`src/rtl/stream_packet_feeder.sv`:
```
// Packet feeder in front of the s2mem writer: buffers source words in a small FWFT FIFO.
// It emits exactly cmd_len words, with last on the final word, and holds its output while the writer stalls.

module sync_fifo #(
  parameter int WIDTH      = 32,
  parameter int DEPTH_LOG2 = 3
) (
  input  logic             clk,
  input  logic             rst,
  input  logic             push,
  input  logic [WIDTH-1:0] push_dat,
  input  logic             pop,
  output logic [WIDTH-1:0] pop_dat,
  output logic             empty,
  output logic             full
);
  localparam int DEPTH = 1 << DEPTH_LOG2;
  localparam logic [DEPTH_LOG2:0] FULL_CNT = {1'b1, {DEPTH_LOG2{1'b0}}};

  logic [WIDTH-1:0]      mem [DEPTH];
  logic [DEPTH_LOG2-1:0] wr_ptr;
  logic [DEPTH_LOG2-1:0] rd_ptr;
  logic [DEPTH_LOG2:0]   count;
  logic                  push_en;
  logic                  pop_en;

  assign empty   = (count == '0);
  assign full    = (count == FULL_CNT);
  assign push_en = push && !full;
  assign pop_en  = pop && !empty;
  // The head entry is always visible, so a stored word shows on the output the cycle after it is written.
  assign pop_dat = mem[rd_ptr];

  always_ff @(posedge clk) begin
    if (push_en) begin
      mem[wr_ptr] <= push_dat;
    end
  end

  always_ff @(posedge clk) begin
    if (rst) begin
      wr_ptr <= '0;
      rd_ptr <= '0;
      count  <= '0;
    end else begin
      if (push_en) begin
        wr_ptr <= wr_ptr + 1'b1;
      end
      if (pop_en) begin
        rd_ptr <= rd_ptr + 1'b1;
      end
      case ({push_en, pop_en})
        2'b10:   count <= count + 1'b1;
        2'b01:   count <= count - 1'b1;
        default: count <= count;
      endcase
    end
  end
endmodule

module stream_packet_feeder #(
  parameter int C_DATA_WIDTH      = 32,
  parameter int C_LEN_WIDTH       = 16,
  parameter int C_FIFO_DEPTH_LOG2 = 3
) (
  input  logic                    ACLK,
  input  logic                    ARESET,
  input  logic                    cmd_valid,
  input  logic [C_LEN_WIDTH-1:0]  cmd_len,
  output logic                    cmd_ready,
  input  logic [C_DATA_WIDTH-1:0] in_data,
  input  logic                    in_valid,
  output logic                    in_ready,
  output logic [C_DATA_WIDTH-1:0] data,
  output logic                    data_valid,
  output logic                    data_last,
  input  logic                    ready,
  output logic                    busy,
  output logic                    done
);
  typedef enum logic [1:0] {
    S_IDLE,
    S_RUN,
    S_DONE
  } state_t;

  state_t                 state_q;
  state_t                 state_d;
  logic [C_LEN_WIDTH-1:0] len_reg;
  logic [C_LEN_WIDTH-1:0] len_m1;
  logic [C_LEN_WIDTH-1:0] in_cnt;
  logic [C_LEN_WIDTH-1:0] out_cnt;
  logic                   fifo_empty;
  logic                   fifo_full;
  logic                   cmd_fire;
  logic                   in_fire;
  logic                   out_fire;

  assign len_m1     = len_reg - 1'b1;
  assign cmd_fire   = cmd_valid && cmd_ready;
  assign in_fire    = in_valid && in_ready;
  assign data_valid = !fifo_empty;
  assign out_fire   = data_valid && ready;
  assign data_last  = data_valid && (out_cnt == len_m1);

  sync_fifo #(
    .WIDTH      (C_DATA_WIDTH),
    .DEPTH_LOG2 (C_FIFO_DEPTH_LOG2)
  ) u_fifo (
    .clk      (ACLK),
    .rst      (ARESET),
    .push     (in_fire),
    .push_dat (in_data),
    .pop      (out_fire),
    .pop_dat  (data),
    .empty    (fifo_empty),
    .full     (fifo_full)
  );

  always_ff @(posedge ACLK) begin
    if (ARESET) begin
      state_q <= S_IDLE;
    end else begin
      state_q <= state_d;
    end
  end

  always_comb begin
    state_d   = state_q;
    cmd_ready = 1'b0;
    in_ready  = 1'b0;
    busy      = 1'b0;
    done      = 1'b0;
    case (state_q)
      S_IDLE: begin
        cmd_ready = 1'b1;
        if (cmd_valid) begin
          state_d = (cmd_len == '0) ? S_DONE : S_RUN;
        end
      end
      S_RUN: begin
        busy = 1'b1;
        // Stop accepting once the whole packet is in; a full FIFO blocks even if it drains this cycle.
        in_ready = (in_cnt != len_reg) && !fifo_full;
        if (out_fire && (out_cnt == len_m1)) begin
          state_d = S_DONE;
        end
      end
      S_DONE: begin
        done    = 1'b1;
        state_d = S_IDLE;
      end
      default: state_d = S_IDLE;
    endcase
  end

  always_ff @(posedge ACLK) begin
    if (ARESET) begin
      len_reg <= '0;
      in_cnt  <= '0;
      out_cnt <= '0;
    end else if (cmd_fire) begin
      len_reg <= cmd_len;
      in_cnt  <= '0;
      out_cnt <= '0;
    end else begin
      if (in_fire) begin
        in_cnt <= in_cnt + 1'b1;
      end
      if (out_fire) begin
        out_cnt <= out_cnt + 1'b1;
      end
    end
  end
endmodule

```
`config.mk`:
```
export PLATFORM = sky130hd
export DESIGN_NAME = stream_packet_feeder
export DESIGN_NICKNAME = d
export VERILOG_FILES = /design/src/rtl/stream_packet_feeder.sv
export SDC_FILE = /design/constraint.sdc
export NUM_CORES = 1
export LEC_CHECK = 0
export ABC_AREA = 1
export BUFFER_PORTS_ARGS = -buffer_cell sky130_fd_sc_hd__buf_2
export CAP_MARGIN = 20
export CORE_MARGIN = 2
export CORE_UTILIZATION = 55
export CTS_BUF_LIST = sky130_fd_sc_hd__clkbuf_8
export DETAILED_ROUTE_END_ITERATION = 8
export PLACE_DENSITY_LB_ADDON = 0.3
export SLEW_MARGIN = 0
export SYNTH_ARGS = -nofsm -noshare
export SYNTH_HDL_FRONTEND = slang
export SYNTH_SLANG_ARGS = --single-unit
```
`constraint.sdc`:
```
create_clock -name ACLK -period 6.1 [get_ports ACLK]
set_input_delay 0.61 -clock ACLK [delete_from_list [all_inputs] [get_ports ACLK]]
set_output_delay 0.61 -clock ACLK [all_outputs]
set_load 0.01 [all_outputs]
```
# Word level (Yosys, flattened, before mapping)
# Memories as Yosys holds them, arrays and structs flattened. A register that Yosys moved wholly into a read port is not among the register bits.
# Index checks and enable logic that the tools add are counted.
[word_totals]
regBits = 60
mem_bits_rw = 256
inputBits = 53
output_inout_bits = 38
wordCells = 53
memories = 1
[op_classes]
n_addsub = 7
n_eq_ne = 9
mux = 13
reduce_logical = 16
[memory_table]
columns = ["memory", "depth", "width", "rd", "rd_ports_with_merged_regs", "wr", "line", "text"]
rows = [
  ["u_fifo.mem", 8, 32, 1, 1, 1, "20", "logic [WIDTH-1:0] mem [DEPTH];"],
]
[ops]
columns = ["op", "n"]
rows = [
  ["16-bit by 1-bit adder with 16-bit output, second input constant", 2],
  ["16-bit equality test", 1],
  ["16-bit zero test", 1],
  ["16-bit != test", 1],
  ["16-bit by 1-bit subtractor with 16-bit output, second input constant", 1],
  ["1-bit logical AND", 8],
  ["4-bit one-hot mux with 2 select lines", 1],
  ["3-bit by 1-bit adder with 3-bit output, second input constant", 2],
  ["1-bit 2-to-1 mux", 6],
  ["2-bit 2-to-1 mux", 3],
  ["3-bit 2-to-1 mux", 2],
  ["4-bit by 1-bit adder with 4-bit output, second input constant", 1],
  ["2-bit by 1-bit equality test with 1-bit output, second input constant", 2],
  ["2-bit equality test, second input constant", 2],
  ["4-bit equality test, second input constant", 1],
  ["4-bit zero test", 1],
  ["2-bit != test, second input constant", 2],
  ["2-bit one-hot mux with 2 select lines", 1],
  ["4-bit by 1-bit subtractor with 4-bit output, second input constant", 1],
  ["1-bit zero test", 2],
  ["2-bit zero test", 1],
  ["2-bit AND reduction", 1],
  ["2-bit nonzero test", 1],
  ["2-bit OR reduction", 1],
]

# Depth between registers and ports, before layout
# Gate-level depths: netlist of the first run.
[depth]
ltp_word = 8
mapped_depth = 18
ltp_nobuf = 16

# Modules after synthesis
# From an unflattened synthesis of the first run, not the netlist that was laid out.
[unflattened]
cells_unflattened = 1287
area_unflattened_um2 = 13828.3
[by_module_without_submodules]
columns = ["module", "instances", "cells_per_inst", "area_per_inst_um2", "seq_area_each_um2"]
rows = [
  ["sync_fifo", 1, 816, 10630.2, 7947.6],
  ["stream_packet_feeder", 1, 471, 3198.1, 1001.0],
]

# Worst setup path after synthesis of the first run
# OpenSTA, ideal clock, no wires.
[synth_path]
kind = "register to register"
from = "register len_reg[11]"
to = "memory u_fifo.mem[0][0], enable pin"
setup_time_ps = 421
t_arrival_ps = 2509
required_time_ps = 5679
setup_slack_ps = 3170
stages_incl_launch_ff = 11
path_buffers = 1
path_cell_list = "dfxtp_1 buf_2 xor2_1 nor2_1 nand2_1 nor2_1 nand2_2 nand3_4 inv_2 nand2_1 nor2_1"
[synth_between]
elab_chain_cells = 7
[synth_rtl]
columns = ["element", "line", "text"]
rows = [
  ["start: declaration", "89", "logic [C_LEN_WIDTH-1:0] len_reg;"],
  ["start signal: assignment", "163", "len_reg <= cmd_len;"],
  ["16-bit != test", "144", "in_ready = (in_cnt != len_reg) && !fifo_full;"],
  ["1-bit logical AND", "144", ""],
  ["1-bit 2-to-1 mux", "134", "case (state_q)"],
  ["1-bit logical AND", "101", "assign in_fire = in_valid && in_ready;"],
  ["1-bit logical AND", "29", "assign push_en = push && !full;"],
  ["1-bit 2-to-1 mux", "35", "if (push_en) begin"],
  ["1-bit 2-to-1 mux (not written as such)", "36", "mem[wr_ptr] <= push_dat;"],
  ["end: declaration", "20", ""],
]
# No other way between the ends.

==> impl_metrics.yaml, run 1 <==
synthesis:
  synth-seq-area-share: 0.6599
  synth.distinct_cells: 42
  syn-num-nets: 1356
  synth_area_leaders: "edfxtp_1, dfxtp_1, nor2_1"
  yosys_warnings: 0
  syn_area_mm2: 0.01356
  synthDominantCellAreaShare: 0.5669
  synth_area_leader_cell: "edfxtp_1"
  netlist_instances: 1294
  ys_ff_latch: 319
  syn_avg_cell_area_um2: 10.48
cells_and_area:
  drive_gt1_frac: 0.1425
  largest_reg_flops: 256
  areaGrowthSynthToFinish_pct: 13.16
  layout.cells.non_filler: 1758
  final_area_mm2: 0.01534
  layout.nets: 1454
  fillers: 1961
  largest_register: "u_fifo.mem"
power:
  power_density_mw_per_mm2: 370.9
  leakage_uw: 0.005526
  peakVddDrop_uv: 297.6
clock_tree:
  cts-resized-gates: 0
  cts_buffer_depth: 3
  clock_sink_count: 319
  cts_tree: "built"
  h-tree-depth: 2
  cts_hold_buf: 0
  cts.reportedPaths.clkPinSlew_ns: 0.06
  clockRootBuffer: "clkbuf_8"
  cts_setup_buffers: 0
  numCtsBuffers: 50
  clk_latency_ns: 0.58
place:
  placed_cells: 1663
  place_hpwl_um: 17440
  io_buffers: 90
  gp_congestion: 0.8545
  dpl-instance-area_mm2: 0.01436
die:
  rows: 57
  die_h_um: 161.0
  ios: 91
  die_area_mm2: 0.02593
  coreArea_mm2: 0.02425
  initial_core_util: 0.5592
  die_x_um: 161.0
routing:
  via_count: 9651
  antenna_left: 0
  routedWlPerCell_um: 16.57
  routed_wl_um: 29130
  drc_errors: 0
  vias_per_cell: 5.490
  detail_route.first_pass.iterations: 7
  drt_iter0_drc: 879
setup_path:
  reg2regPathDepth: 10
  crit_path_max_incr_delay_ns: 0.67
  reg2reg_to: "u_fifo.mem[4][26]"
  critical_path_required_ns: 5.49
  r2r-start: "len_reg[11]"
  cp_top_family: "buffers and inverters"
  cp_cell_sequence: "clkinv_2 > buf_4 > o21ai_0 > o22ai_1 > nor2_1 > a31oi_1 > buf_2"
  crit_fanout: 74
  cpMaxStageDelayCell: "clkinv_2"
  path_class: "flip-flop to output pin"
  worst_setup_path_end_kind: "output pin"
  crit_path_start_kind: "flip-flop"
  worst_ep_arrival_time_ns: 3.23
  crit_buf_inv: 3
  r2r_setup_slack_ns: 3.17
global_routing:
  grt_max_degree: 85
  grt_pass1_vias: 9293
  antenna_found_initial: 2
  grt_use_total: 0.2273
  grt_overflow: 0
  grt_pass1_wl_um: 46860
worst_hold_path:
  hold_end: "u_fifo.mem[6][19]"
  hp-class: "input port to flip-flop"
  hold_path_startpoint: "in_data[19]"
  whs_path_depth: 1
timing:
  final-hold-violation-count: 0
  rsz0062_at_grt: "no"
  whs_ns: 0.2882
  period_needed_ns: 3.837
  setup_tns_ns: 0
  max_freq_ghz: 0.2606
  finClkSkew_ns: 0.03750
  fin_crit_sh: 0.6291
  setup_viol: 0
  worst_pin_slew_ns: 0.8527
  relSlewSlack: 0.4315
  slew_violations: 0
run_status:
  status: "finished clean"
job:
  cap_violations: 0
[placed cells by master, fill, tap and decap left out, drive strengths merged, types with 2 or more instances in the layout]
master | Yosys | layout
a21oi | 48 | 48
a31oi | 32 | 32
buf | 21 | 104
clkbuf | 37 | 56
clkinv | 3 | 11
dfxtp | 63 | 63
diode | 0 | 2
edfxtp | 256 | 256
ha | 8 | 8
inv | 66 | 93
nand2 | 124 | 124
nand3 | 29 | 29
nand3b | 5 | 5
nand4 | 8 | 8
nor2 | 329 | 329
nor3 | 6 | 6
nor4 | 8 | 8
o21a | 3 | 3
o21ai | 168 | 168
o22ai | 32 | 32
or2 | 3 | 3
xnor2 | 19 | 19
xor2 | 20 | 20
[layer usage]
metal / global-route usage / wire, um
met1: 0.3162 / 13130
met2: 0.3722 / 13530
met3: 0.04237 / 2119
met4: 0.06169 / 342
met5: 0 / 0
[cell usage after synthesis, drive strengths merged]
library cell	n
or2	3
nor4	8
a31oi	32
fa	1
o21a	3
nand4	8
nand3b	5
edfxtp	256
and3	1
xnor2	19
dfxtp	63
buf	21
o21ai	168
nand2	124
xor2	20
inv	66
ha	8
a211oi	1
nand3	29
nor3	6
nor3b	1
o22ai	32
clkbuf	37
a22oi	1
nor2	329
o21bai	1
a21oi	48
clkinv	3
[where the power goes]
group / leakage [uW] / internal, uW / switching, uW / total [uW]
sequential: 0.00282 / 2410 / 82.9 / 2500
combinational: 0.00212 / 520 / 989 / 1510
clock: 0.000585 / 889 / 796 / 1680
[stage by stage]
stage | setup slack [ns] | utilization | power, uW
final | 2.263 | 0.6328 | 5691
after global routing | 1.990 | 0.6327 | 6029
after CTS | 2.216 | 0.6318 | 5733
after detailed placement | 2.848 | 0.5923 | 4050
after global placement | 2.874 | 0.5907 | 4016
after floorplan | 3.170 | - | 3579
[area by class of cell]
cell class,count,area (um2),area share
clock inverters,36,186.4,0.01215
clock buffers,56,770.7,0.05023
inverters,69,260.3,0.01696
flip-flops and latches,319,8954,0.5835
well taps,324,405.4,0.02642
repair buffers,104,593.1,0.03865
diodes,2,5.005,0.0003262
multi-input cells,848,4170,0.2718
[worst max-delay path by stage]
stage / start / end / cells past startpoint
final: flip-flop / data[12] / 7
after global routing: flip-flop / data[3] / 7
after CTS: flip-flop / data[12] / 7
after detailed placement: flip-flop / data[12] / 7
after global placement: flip-flop / data[12] / 7
after floorplan: len_reg[11] / u_fifo.mem[0][0] / 10
[cells by family after synthesis]
kind of cell	Yosys count	share of synthesized area
AND/OR/NAND/NOR	514	0.1565
flip-flops	319	0.6599
AO/OA/AOI/OAI	286	0.1126
buffers and inverters	127	0.03700
XOR/XNOR	39	0.02519
adder cells (fa/ha/maj)	9	0.008858
Note: power is estimated with default switching activity, not from simulation.
==> run 2: changes to the inputs <==
==> constraint.sdc (replaced) <==
create_clock -name ACLK -period 3.6 [get_ports ACLK]
set_input_delay 0.36 -clock ACLK [delete_from_list [all_inputs] [get_ports ACLK]]
set_output_delay 0.36 -clock ACLK [all_outputs]
set_load 0.01 [all_outputs]
==> run 2 against run 1 <==
  * Clock-buffer cell count is 3 lower
  * Clock power up 69%
  * Non-clock buffer count increased by 8
  * Clock skew is 0.0066 ns lower
  * Via count is 0.93% higher
  * Core utilization hardly changed
  * Final area hardly changed
  * Cell count increased by 0.34%
  * Critical path type is now flip-flop to flip-flop
  * Critical endpoint is now u_fifo.mem[6][7]
  * Largest power group unchanged
==> impl_metrics.yaml, run 2 (synthesized netlist as in run 1, its figures left out) <==
routing:
  antenna_left: 0
  routed_wl_um: 30830
  drc_errors: 0
  vias_per_cell: 5.522
  drt_iter0_drc: 801
  routedWlPerCell_um: 17.47
  detail_route.first_pass.iterations: 5
  via_count: 9741
cells_and_area:
  layout_common_cells: "nor2_1, edfxtp_1, o21ai_0"
  largest_register: "u_fifo.mem"
  utilization: 0.6325
  largest_reg_flops: 256
  multiInputGateArea_mm2: 0.004170
  final_common_cell: "nor2_1"
  regArea_mm2: 0.008954
  layout.nets: 1463
  fillers: 1941
  areaGrowthSynthToFinish_pct: 13.10
  drive_gt1_frac: 0.1487
setup_path:
  cpMaxStageDelayCell: "nor2_4"
  crit_path_max_incr_delay_ns: 0.61
  cp_cell_sequence: "xor2_1 > nor2_1 > nand2_1 > nor2_1 > nand2_2 > nand3_4 > inv_2 > nand2_1 > nor2_4 > buf_4"
  crit_path_start_kind: "flip-flop"
  crit_fanout: 20
  worst_ep_arrival_time_ns: 3.28
  path_class: "flip-flop to flip-flop"
  critical_path_required_ns: 3.87
  worst_setup_path_end_kind: "flip-flop"
timing:
  period_needed_ns: 3.005
  max_freq_ghz: 0.3327
  fin_crit_sh: 0.8348
  setup_tns_ns: 0
  final-hold-violation-count: 0
  relSlewSlack: 0.4631
  finClkSkew_ns: 0.03089
  rsz0062_at_grt: "no"
  slew_violations: 0
  setup_viol: 0
  whs_ns: 0.05204
  worst_pin_slew_ns: 0.8034
  setup_ws_ns: 0.5946
power:
  peakVddDrop_uv: 416.0
  power_density_mw_per_mm2: 632.3
  leakage_uw: 0.005498
global_routing:
  gr-usage-met2: 0.3874
  use_met1: 0.3300
  grt.busiest_layer: "met2"
  grt_use_total: 0.2376
  antenna_found_initial: 0
  grt_pass1_vias: 9510
  grt_pass1_wl_um: 48900
  grt_overflow: 0
  grt_use_met3: 0.04802
  grt_max_degree: 73
clock_tree:
  cts_setup_buffers: 0
  cts.reportedPaths.clkPinSlew_ns: 0.06
  clock_sink_count: 319
  cts_tree: "built"
  numCtsBuffers: 51
  clk_latency_ns: 0.59
  cts_hold_buf: 0
  cts-resized-gates: 0
  h-tree-depth: 2
  clockRootBuffer: "clkbuf_8"
  cts_buffer_depth: 3
die:
  die_h_um: 161.0
  rows: 57
  ios: 91
  coreArea_mm2: 0.02425
  die_x_um: 161.0
  die_area_mm2: 0.02593
  initial_core_util: 0.5592
place:
  place_hpwl_um: 19610
  dpl_worst_slack_ns: 0.5672
  gp_congestion: 0.9300
  io_buffers: 90
job:
  cap_violations: 0
worst_hold_path:
  hp-class: "input port to flip-flop"
run_status:
  status: "finished clean"
run 2: cell types whose count changed in the layout (fill, tap and decap cells not counted):
cell and delta:
inv_1 -14, buf_4 +11, clkinv_1 +11, clkinv_2 +5
buf_12 -3, clkbuf_8 -3, clkinv_8 +1, diode_2 -1
inv_12 -1
run 2: layout make-up:
| class | instances | share of cell area |
|---|---|---|
| Clock inverter | 38 | 0.01305 |
| Inverter | 69 | 0.01697 |
| Multi-Input combinational cell | 848 | 0.2719 |
| Sequential cell | 319 | 0.5838 |
| Antenna cell | 1 | 0.0001632 |
| Tap cell | 324 | 0.02643 |
| Timing Repair Buffer | 112 | 0.04014 |
| Clock buffer | 53 | 0.04756 |
run 2: path summary, 6_finish.rpt:
kind                    startpoint           endpoint  slack (ns)  cells after the start
setup reg to reg       len_reg[11]   u_fifo.mem[6][7]        0.59                     10
hold reg to reg   u_fifo.rd_ptr[2]   u_fifo.rd_ptr[2]        0.44                      1
hold / removal         in_data[18]  u_fifo.mem[6][18]        0.05                      1
setup / recovery       len_reg[11]   u_fifo.mem[6][7]        0.59                     10
run 2: per-stage QoR:
step	total power [uW]	instances	instance area, um2
floorplan	6064	1294	13560
global placement	6866	1672	14410
detailed placement	6913	1672	14410
CTS	9751	1763	15330
global route	10230	1763	15330
finish	9698	1764	15340
run 2: worst max-delay path, delay by kind of cell (launching register included):
kind / cells / cell delay, ns
xor+xnor: 1 / 0.18
buf+inv: 2 / 0.57
flops: 1 / 0.48
simple gates: 7 / 1.46
run 2: power breakdown:
group | leakage, uW | total (uW) | switching (uW) | internal, uW
Sequential | 0.00282 | 4170 | 80.0 | 4090
Combinational | 0.00215 | 2690 | 1780 | 902
Clock | 0.000525 | 2840 | 1400 | 1440
Total | 0.00550 | 9700 | 3260 | 6440
run 2: layer usage:
layer / part of all wire / vias to the layer above
li1: - / 4733
met1: 0.44 / 4627
met2: 0.47 / 339
met3: 0.066 / 42
met4: 0.017 / 0
met5: 0 / -
==> run 3: changes to the inputs <==
--- a/config.mk
+++ b/config.mk
@@ -5,7 +5,7 @@
 export SDC_FILE = /design/constraint.sdc
 export NUM_CORES = 1
 export LEC_CHECK = 0
-export ABC_AREA = 1
+export ABC_AREA = 0
 export BUFFER_PORTS_ARGS = -buffer_cell sky130_fd_sc_hd__buf_2
 export CAP_MARGIN = 20
 export CORE_MARGIN = 2
==> constraint.sdc (replaced) <==
create_clock -name ACLK -period 2.42 [get_ports ACLK]
set_input_delay 0.242 -clock ACLK [delete_from_list [all_inputs] [get_ports ACLK]]
set_output_delay 0.242 -clock ACLK [all_outputs]
set_load 0.01 [all_outputs]
==> run 3 against run 2 <==
  * Clock skew decreased by 0.0088 ns
  * Largest cell class unchanged
  * Critical path type is now flip-flop to output pin
  * Synthesized cell count decreased by 37%
  * The run now ends with negative setup slack left
  * Die area shrank 3.4%
  * Sequential power is 47% higher
  * Non-clock buffer count increased by 123
  * Critical endpoint is now data_last
  * Final area rose by 9.4%
==> impl_metrics.yaml, run 3 <==
die:
  ios: 91
  rows: 56
  die_x_um: 158.2
  die_h_um: 158.2
  die_area_mm2: 0.02504
  coreArea_mm2: 0.02340
  initial_core_util: 0.5591
run_status:
  status: "finished with violations"
  failed_checks: "negative setup slack"
place:
  gp_congestion: 0.8422
  dpl_worst_slack_ns: -0.1769
  io_buffers: 90
  place_hpwl_um: 15170
timing:
  whs_ns: 0.1190
  setup_viol: 18
  max_freq_ghz: 0.3405
  final-hold-violation-count: 0
  relSlewSlack: 0.6010
  finClkSkew_ns: 0.02213
  rsz0062_at_grt: "yes"
  setup_ws_ns: -0.5168
  fin_crit_sh: 1.214
  worst_pin_slew_ns: 0.5985
  period_needed_ns: 2.937
  slew_violations: 0
synthesis:
  async_flop_share: 0
  synth-compound-area-share: 0.03041
  synthDominantCellAreaShare: 0.5875
  synth_area_leader_cell: "edfxtp_1"
  syn_avg_cell_area_um2: 16.11
  syn-num-nets: 874
  synth_xor_area_frac: 0.04150
  yosys_warnings: 0
  synthSimpleGateAreaFrac: 0.07439
  synthAdderAreaFrac: 0.009180
  synth_area_leaders: "edfxtp_1, mux4_2, dfxtp_1"
  synth.distinct_cells: 48
  ys_ff_latch: 319
  synth_common_cells: "edfxtp_1, mux4_2, dfxtp_1"
  synth_enable_flop_cells: 256
  syn_area_mm2: 0.01309
  synth-seq-area-share: 0.6839
  netlist_instances: 812
  yosysMostFrequentCell: "edfxtp_1"
  synth-main-ff-cell: "edfxtp_1"
  synth_top_family_by_area: "multiplexers"
  synth_mux_area_frac: 0.1408
cells_and_area:
  drive_gt1_frac: 0.3594
  num_antenna_cells: 0
  largest_register: "u_fifo.mem"
  layout.nets: 1111
  areaGrowthSynthToFinish_pct: 28.19
  layout_common_cells: "edfxtp_1, mux4_2, buf_2, buf_4, nand2_1"
  final_common_cell: "edfxtp_1"
  largest_reg_flops: 256
setup_path:
  critical_path_required_ns: 2.18
  cp_top_family: "simple AND/OR/NAND/NOR gates"
  crit_path_max_incr_delay_ns: 0.58
  path_common_cell: "buf_4"
  crit_fanout: 6
  cpMaxStageDelayCell: "or4_4"
  cp_cell_sequence: "buf_4 > nor4_4 > buf_4 > nand4_1 > o21a_1 > or4_4 > nor2b_1 > buf_2"
  worst_setup_path_end_kind: "output pin"
  path_class: "flip-flop to output pin"
  worst_ep_arrival_time_ns: 2.69
  crit_path_start_kind: "flip-flop"
  crit_buf_inv: 3
clock_tree:
  cts_tree: "built"
  clk_latency_ns: 0.56
  cts.reportedPaths.clkPinSlew_ns: 0.06
  clock_sink_count: 319
  h-tree-depth: 2
  clockRootBuffer: "clkbuf_8"
  numCtsBuffers: 49
  cts_buffer_depth: 3
routing:
  drt_iter0_drc: 568
  detail_route.first_pass.iterations: 5
  antenna_left: 0
  drc_errors: 0
  routed_wl_um: 28880
  via_count: 7756
  routedWlPerCell_um: 20.53
  vias_per_cell: 5.512
global_routing:
  grt_pass1_wl_um: 43630
  grt_max_degree: 65
  grt_use_total: 0.2337
  grt_pass1_vias: 7987
  grt_overflow: 0
  antenna_found_initial: 1
power:
  switching_power_uw: 3386
  leakage_uw: 0.005879
  swShare: 0.2543
  peakVddDrop_uv: 405.9
  power_uw: 13320
  p_seq_frac: 0.459
  combPwrFrac: 0.235
  p_int_uw: 9931
  clkPwrFrac: 0.306
  power_density_mw_per_mm2: 793.9
worst_hold_path:
  hp-class: "input port to flip-flop"
job:
  cap_violations: 0
run 3: changes by cell type in the layout (fill, tap and decap cells not counted), moves of 39 or more:
cell,previous run,this run
nor2_1,311,38
buf_4,22,61
mux4_2,0,64
nand2_1,120,55
dlygate4sd3_1,0,48
o21ai_0,165,9
inv_1,69,28
run 3: tightest hold or removal path, stage by stage:
cell and delay (ns):
buf_2 0.09, nand2_1 0.07, buf_4 0.15, o41ai_2 0.07
run 3: path summary, 6_finish.rpt:
path | cells past startpoint | start | to | slack [ns]
min reg2reg | 2 | u_fifo.rd_ptr[1] | flip-flop | 0.49
max | 8 | len_reg[0] | data_last | -0.52
max reg2reg | 13 | len_reg[7] | u_fifo.count[3] | -0.19
min | 4 | ready | state_q[1] | 0.12
run 3: metrics by stage:
step / TNS (ns) / utilization / std cells / instance area [um2]
after global routing: -3.565 / 0.7167 / 1407 / 16770
final: -1.097 / 0.7167 / 1407 / 16770
after detailed placement: -0.3650 / 0.6205 / 1237 / 14520
after CTS: -2.649 / 0.7114 / 1402 / 16650
after floorplan: -33.95 / - / 812 / 13290
after global placement: -0.2143 / 0.6205 / 1237 / 14520
run 3: final cells by class:
cell class | instances | area [um2]
Tap cell | 319 | 399.1
Fill cell | 1458 | 6629
Inverter | 15 | 56.30
Clock buffer | 50 | 688.2
Timing Repair Buffer | 235 | 2260
Clock inverter | 40 | 205.2
Sequential cell | 319 | 8970
Multi-Input combinational cell | 429 | 4195
run 3: kinds of logic (layout without fill, tap and decap cells):
logic type                 count (synthesis)  count (layout)
xor gates and xnor gates                  62              62
buffers and inverters                     64             340
AOI/OAI and AO/OA                         68              68
muxes                                    100             100
adders and majority gates                  9               9
DFF                                      319             319
and+or+nand+nor                          190             190
run 3: power groups by stage:
| stage | Clock [uW] | Combinational [uW] | Sequential (uW) |
|---|---|---|---|
| 2_1_floorplan | 0 | 1560 | 6180 |
| 3_3_place_gp | 0 | 2150 | 6250 |
| 3_5_place_dp | 0 | 2180 | 6250 |
| 4_1_cts | 4150 | 3200 | 6110 |
| 5_1_grt | 4400 | 3340 | 6120 |
| 6_report | 4080 | 3120 | 6110 |
run 3: timing repair:
item / CTS / global route
cloned: 6 / 4
hold buffers: 48 / 0
buffers inserted: 21 / 6
pin swaps: 16 / 7
hold endpoints to repair: 272 / 0
gates resized for setup: 83 / 27
endpoints found under the setup margin: 32 / 153
run 3: metal layers:
metal	routed length, um	vias to the layer above	global-route usage
met1	11530	3828	0.2959
met2	15230	265	0.4164
met5	11	-	0
li1	-	3615	-
met3	1576	46	0.03969
met4	543	2	0.06692
